<file path="config.mk">
export PLATFORM = sky130hd
export DESIGN_NAME = fifo_rd_stream
export DESIGN_NICKNAME = d
export VERILOG_FILES = /design/src/rtl/fifo_rd_stream_pkg.sv /design/src/rtl/stream_skid_buf.sv /design/src/rtl/fifo_rd_stream.sv
export SDC_FILE = /design/constraint.sdc
export NUM_CORES = 1
export LEC_CHECK = 0
export ABC_AREA = 1
export CAP_MARGIN = 5
export CORE_MARGIN = 2
export CORE_UTILIZATION = 38
export CTS_CLUSTER_SIZE = 14
export DETAILED_ROUTE_END_ITERATION = 10
export SLEW_MARGIN = 20
export SYNTH_ARGS = -nofsm -noshare
export SYNTH_HDL_FRONTEND = slang
export SYNTH_SLANG_ARGS = --single-unit
</file>
<file path="constraint.sdc">
create_clock -name clk -period 2.8 [get_ports clk]
set_input_delay 0.56 -clock clk [delete_from_list [all_inputs] [get_ports clk]]
set_output_delay 0.56 -clock clk [all_outputs]
set_load 0.02 [all_outputs]
</file>
<file path="src/rtl/fifo_rd_stream_pkg.sv">
// Shared constants for the FIFO-to-stream read adapter.
// Holds the skid buffer depth and the occupancy counter width.
package fifo_rd_stream_pkg;

   localparam int BUF_DEPTH = 2;
   localparam int CNT_W     = 2;

   typedef logic [CNT_W-1:0] cnt_t;

endpackage

</file>
<file path="src/rtl/stream_skid_buf.sv">
// Two-entry skid buffer with 1-bit wrapping pointers.
// Ports: clk, rst_n, clear, push/data_in, pop/data_out, count.
// data_out is the oldest entry, read straight from storage flops.
module stream_skid_buf
   import fifo_rd_stream_pkg::*;
#(
   parameter int DATA_WIDTH = 8
) (
   input  logic                  clk,
   input  logic                  rst_n,
   input  logic                  clear,
   input  logic                  push,
   input  logic [DATA_WIDTH-1:0] data_in,
   input  logic                  pop,
   output logic [DATA_WIDTH-1:0] data_out,
   output cnt_t                  count
);

   logic [DATA_WIDTH-1:0] mem_q [BUF_DEPTH];
   logic [DATA_WIDTH-1:0] mem_d [BUF_DEPTH];
   logic                  wr_ptr_q, wr_ptr_d;
   logic                  rd_ptr_q, rd_ptr_d;
   cnt_t                  cnt_q, cnt_d;
   logic                  do_push, do_pop;

   always_comb begin
      do_pop   = pop & (cnt_q != '0);
      // a full buffer only accepts a word when one leaves this cycle
      do_push  = push & ((cnt_q != cnt_t'(BUF_DEPTH)) | do_pop);
      mem_d    = mem_q;
      wr_ptr_d = wr_ptr_q;
      rd_ptr_d = rd_ptr_q;
      cnt_d    = cnt_q;
      if (do_push) begin
         mem_d[wr_ptr_q] = data_in;
         wr_ptr_d        = ~wr_ptr_q;
      end
      if (do_pop) begin
         rd_ptr_d = ~rd_ptr_q;
      end
      case ({do_push, do_pop})
         2'b10:   cnt_d = cnt_q + cnt_t'(1);
         2'b01:   cnt_d = cnt_q - cnt_t'(1);
         default: cnt_d = cnt_q;
      endcase
      if (clear) begin
         wr_ptr_d = 1'b0;
         rd_ptr_d = 1'b0;
         cnt_d    = '0;
      end
   end

   always_ff @(posedge clk or negedge rst_n) begin
      if (!rst_n) begin
         for (int i = 0; i < BUF_DEPTH; i++) begin
            mem_q[i] <= '0;
         end
         wr_ptr_q <= 1'b0;
         rd_ptr_q <= 1'b0;
         cnt_q    <= '0;
      end else begin
         mem_q    <= mem_d;
         wr_ptr_q <= wr_ptr_d;
         rd_ptr_q <= rd_ptr_d;
         cnt_q    <= cnt_d;
      end
   end

   assign data_out = mem_q[rd_ptr_q];
   assign count    = cnt_q;

endmodule

</file>
<file path="src/rtl/fifo_rd_stream.sv">
// Drains a FIFO into a valid/ready stream through a 2-entry skid buffer.
// Ports: clk, rst_n (async, low), fifo_empty/fifo_rd_en/fifo_dout (FIFO side),
// flush, m_data/m_valid/m_ready (stream side), buf_cnt (buffer occupancy).
// Macro FIFO_RD_STREAM_FWFT_EN: drained FIFO is first-word-fall-through.
module fifo_rd_stream
   import fifo_rd_stream_pkg::*;
#(
   parameter int DATA_WIDTH = 8
) (
   input  logic                  clk,
   input  logic                  rst_n,
   input  logic                  fifo_empty,
   output logic                  fifo_rd_en,
   input  logic [DATA_WIDTH-1:0] fifo_dout,
   input  logic                  flush,
   output logic [DATA_WIDTH-1:0] m_data,
   output logic                  m_valid,
   input  logic                  m_ready,
   output logic [1:0]            buf_cnt
);

   logic pop;
   logic push;
   logic inflight;
   cnt_t occ;

   assign m_valid = (buf_cnt != '0);
   assign pop     = m_valid & m_ready;

`ifdef FIFO_RD_STREAM_FWFT_EN
   // data is already on fifo_dout, so it lands at the popping edge
   assign inflight = 1'b0;
   assign push     = fifo_rd_en;
`else
   logic inflight_q, inflight_d;

   // fifo_rd_en is already low during flush, so nothing stays in flight
   always_comb begin
      inflight_d = fifo_rd_en;
   end

   always_ff @(posedge clk or negedge rst_n) begin
      if (!rst_n) begin
         inflight_q <= 1'b0;
      end else begin
         inflight_q <= inflight_d;
      end
   end

   assign inflight = inflight_q;
   // a word returning during flush is dropped
   assign push     = inflight_q & ~flush;
`endif

   // issue only while buffer plus in-flight stays within the 2 entries
   always_comb begin
      occ        = buf_cnt + cnt_t'(inflight);
      fifo_rd_en = rst_n & ~fifo_empty & ~flush &
                   ((occ <= cnt_t'(1)) |
                    ((occ == cnt_t'(BUF_DEPTH)) & pop));
   end

   stream_skid_buf #(
      .DATA_WIDTH (DATA_WIDTH)
   ) u_buf (
      .clk      (clk),
      .rst_n    (rst_n),
      .clear    (flush),
      .push     (push),
      .data_in  (fifo_dout),
      .pop      (pop),
      .data_out (m_data),
      .count    (buf_cnt)
   );

endmodule

</file>
==> qor.csv <==
stage,metric,value,unit
run_status,result of the run,completed,
logic_synthesis,simple logic cell fraction of the synthesized area,25.5,%
routing,WL final,2150,um
timing,max-slew violations,0,
timing,Hold Fails Final Rpt,0,
layout,sequential standard cell area,526,um2
global_route,initial antenna violation count,0,
setup_path,Crit path arrival time,2.05,ns
logic_synthesis,mux share of post-synthesis cell area,0,%
logic_synthesis,Post-Syn Nets,141,
cts,clock tree root driver cell,clkbuf_4,
job,Max-cap violations,0,
setup_path,R2R depth,5,
power,peak supply drop,321,uV
layout,share of layout cells above drive strength 1,11.8,%
routing,via/cell ratio,4.87,
setup_path,"Max stage delay cell, worst path",clkdlybuf4s50_1,
floorplan,standard-cell rows,19,
power,total leakage power,0.656,nW
logic_synthesis,xor/xnor cell area share of the yosys netlist,0.815,%
global_route,via count of the first global-routing pass,869,
logic_synthesis,biggest area consumer among synthesized cells,dfrtp_1,
setup_path,ordered list of cells on the worst path,clkdlybuf4s50_1 > nand2_2 > nor2_1 > o211a_1 > clkdlybuf4s50_1,
worst_hold_path,worst hold path depth,2,
cts,total CTS buffers,3,
routing,DRC,0,
logic_synthesis,share of the synthesized area in compound gates (AO/OA/AOI/OAI),15.6,%
cts,Post-CTS Setup Bufs,0,
logic_synthesis,Syn Area/Cell,8.46,um2
setup_path,kind of critical path,in -> out,
worst_hold_path,Hold WC Path Type,reg -> reg,
timing,final clock skew,0.00725,ns
logic_synthesis,fraction of synthesized cell area taken by the top area cell type,48.9,%
layout,nets@finish,167,
layout,area taken by multi-input logic gates,463,um2
global_route,All-Layer GR Usage,14.8,%
placement,placer's final routability congestion estimate,0.738,
logic_synthesis,post-synthesis instance area,1070,um2
setup_path,maximum fanout along the worst path,5,
timing,unrepaired setup endpoints after global routing,false,
setup_path,CP required,2.24,ns
layout,FILL cells,279,
cts,"Hold-fix buffers, CTS",0,
logic_synthesis,"post-synthesis share of cell area spent on full adders, half adders and majority gates",1.16,%
power,Pwr per Cell Area,551,nW/um2
setup_path,most frequent cell on the critical path,clkdlybuf4s50_1,
setup_path,number of gates on the worst path with buffers counted,5,
logic_synthesis,share of the yosys chip area belonging to registers,48.9,%
cts,cells resized by post-CTS repair,0,
cts,sinks on the clock net,21,
logic_synthesis,number of synthesized register bits,21,
setup_path,number of buffer and inverter stages on the critical path,2,
setup_path,top cell family by delay on the critical path,buffers and inverters,
routing,detailed router's first-iteration violation count,20,
floorplan,Die Span X,57.2,um
global_route,first-pass GRT wire length,3750,um
logic_synthesis,number of distinct standard cells referenced by the synthesized netlist,24,
floorplan,# IOs,25,
routing,detail-routed net length per standard cell,11.8,um
cts,H-tree levels,1,
logic_synthesis,main combinational cell family by area after synthesis,simple AND/OR/NAND/NOR gates,
routing,Antenna Nets Post-Route,0,
cts,clock tree from TritonCTS,built,
routing,vias post-DR,891,
timing,highest attainable clock frequency,383,MHz
setup_path,critical path capture point type,output port,
cts,"buffers from clock root to sink, at most",2,
floorplan,CORE AREA,2710,um2
setup_path,critical path's largest stage delay,0.60,ns
timing,fin crit share,93.1,%
floorplan,Total Die Area,3270,um2
layout,number of antenna diodes,0,
timing,total negative slack for setup checks,0,ns
logic_synthesis,Synth warnings,0,
layout,area overhead of the layout relative to synthesis,26.1,%
logic_synthesis,most area-consuming cells after synthesis,"dfrtp_1, nand2_1, o21ai_0, inv_1, nand2_2",
placement,Detailed Place HPWL,1550,um
floorplan,Die Span Y,57.2,um
timing,worst slew pin tran,0.484,ns
placement,count of input and output buffers,24,
timing,Hold Worst Slack,0.513,ns
cts,clock latency at the later pin of the worst-skew pair,0.30,ns
logic_synthesis,Gate Count Post-Synth,127,
global_route,Overflow after GRT,0,
routing,detailed-router iteration count before antenna repair,4,
timing,shortest clock period the worst path allows after layout,2.61,ns
floorplan,effective utilization at floorplan,39.7,%
cts,Worst-path clk slew,0.11,ns
setup_path,CP startpoint kind,input port,
timing,final count of negative-setup-slack endpoints,0,
global_route,maximum number of pins on one net before global-route repair,22,
timing,worst slew margin relative to its limit,67.7,%
[flip-flops by register name, summed over array words and instances, names as in the netlist]
name,count
u_buf.rd_ptr_q,1
u_buf.count,2
inflight,1
u_buf.mem_q,16
u_buf.wr_ptr_q,1
[area by class of cell]
type	instances	share of cell area, %
flip-flops and latches	21	38.8
multi-input cells	88	34.2
repair buffers	25	18.3
inverters	14	3.88
well taps	31	2.86
clock buffers	3	1.66
clock inverters	1	0.369
[synthesized netlist by cell type, drive strengths merged]
cell and instances:
nand3 3, clkbuf 1, nand4 1, o211a 1, ha 1, o21bai 1
nor2 4, nand3b 1, xnor2 1, buf 3, o21ai 25, dfrtp 21
a21oi 2, o211ai 1, inv 14, nand2 47
[per-layer routing]
layer | global-route usage (%) | vias up | wire length [um]
li1 | - | 460 | -
met1 | 18.9 | 409 | 1000
met2 | 24.5 | 20 | 1020
met3 | 3.40 | 2 | 110
met4 | 5.98 | 0 | 19
met5 | 0 | - | 0
[worst reg2reg max path, delay by kind of cell, from the launching register on]
| kind | cells | cell delay (ns) |
|---|---|---|
| compound gates | 1 | 0.13 |
| buf+inv | 1 | 0.11 |
| simple gates | 3 | 0.53 |
| flops | 1 | 0.50 |
[per-stage QoR]
step	cell area [um2]	setup WS [ns]	power [mW]	utilization [%]	cells
6_report	1360	0.192	0.746	50.0	183
5_1_grt	1360	0.0702	0.801	50.0	183
4_1_cts	1360	0.183	0.762	50.0	183
3_5_place_dp	1330	0.190	0.613	49.0	179
3_3_place_gp	1330	0.198	0.605	49.0	179
2_1_floorplan	1070	0.931	0.500	-	127
[power by group]
group	internal, mW	switching, mW	total (mW)
Clock	0.0532	0.0908	0.144
Combinational	0.106	0.122	0.227
Sequential	0.351	0.0240	0.375
Total	0.510	0.237	0.746
[final timing paths]
| path | to | from | slack [ns] |
|---|---|---|---|
| max | fifo_rd_en | m_ready | 0.19 |
| min | u_buf.mem_q[1] | u_buf.mem_q[1] | 0.51 |
| min reg2reg | u_buf.mem_q[1] | u_buf.mem_q[1] | 0.51 |
| max in group asynchronous | u_buf.mem_q[4] | rst_n | 1.91 |
| min in group asynchronous | u_buf.mem_q[3] | rst_n | 0.67 |
| max reg2reg | u_buf.mem_q[12] | u_buf.count[0] | 1.41 |
[logic make-up (layout without fill, tap and decap cells)]
group	count (synthesis)	in the layout
simple gates	56	56
compound gates	30	30
flops	21	21
buf+inv	18	43
fa+ha+maj	1	1
xor+xnor	1	1
[cells in the final DEF (no fill, tap or decap), drive strengths merged]
master and n:
nand4 1, clkinv 1, nor2 4, clkdlybuf4s50 24
buf 1, o211a 1, o211ai 1, o21ai 25
dfrtp 21, nand3 3, o21bai 1, clkbuf 3
xnor2 1, inv 14, nand2 47, nand3b 1
ha 1, a21oi 2
No activity file was read; power rests on OpenSTA's default activity.
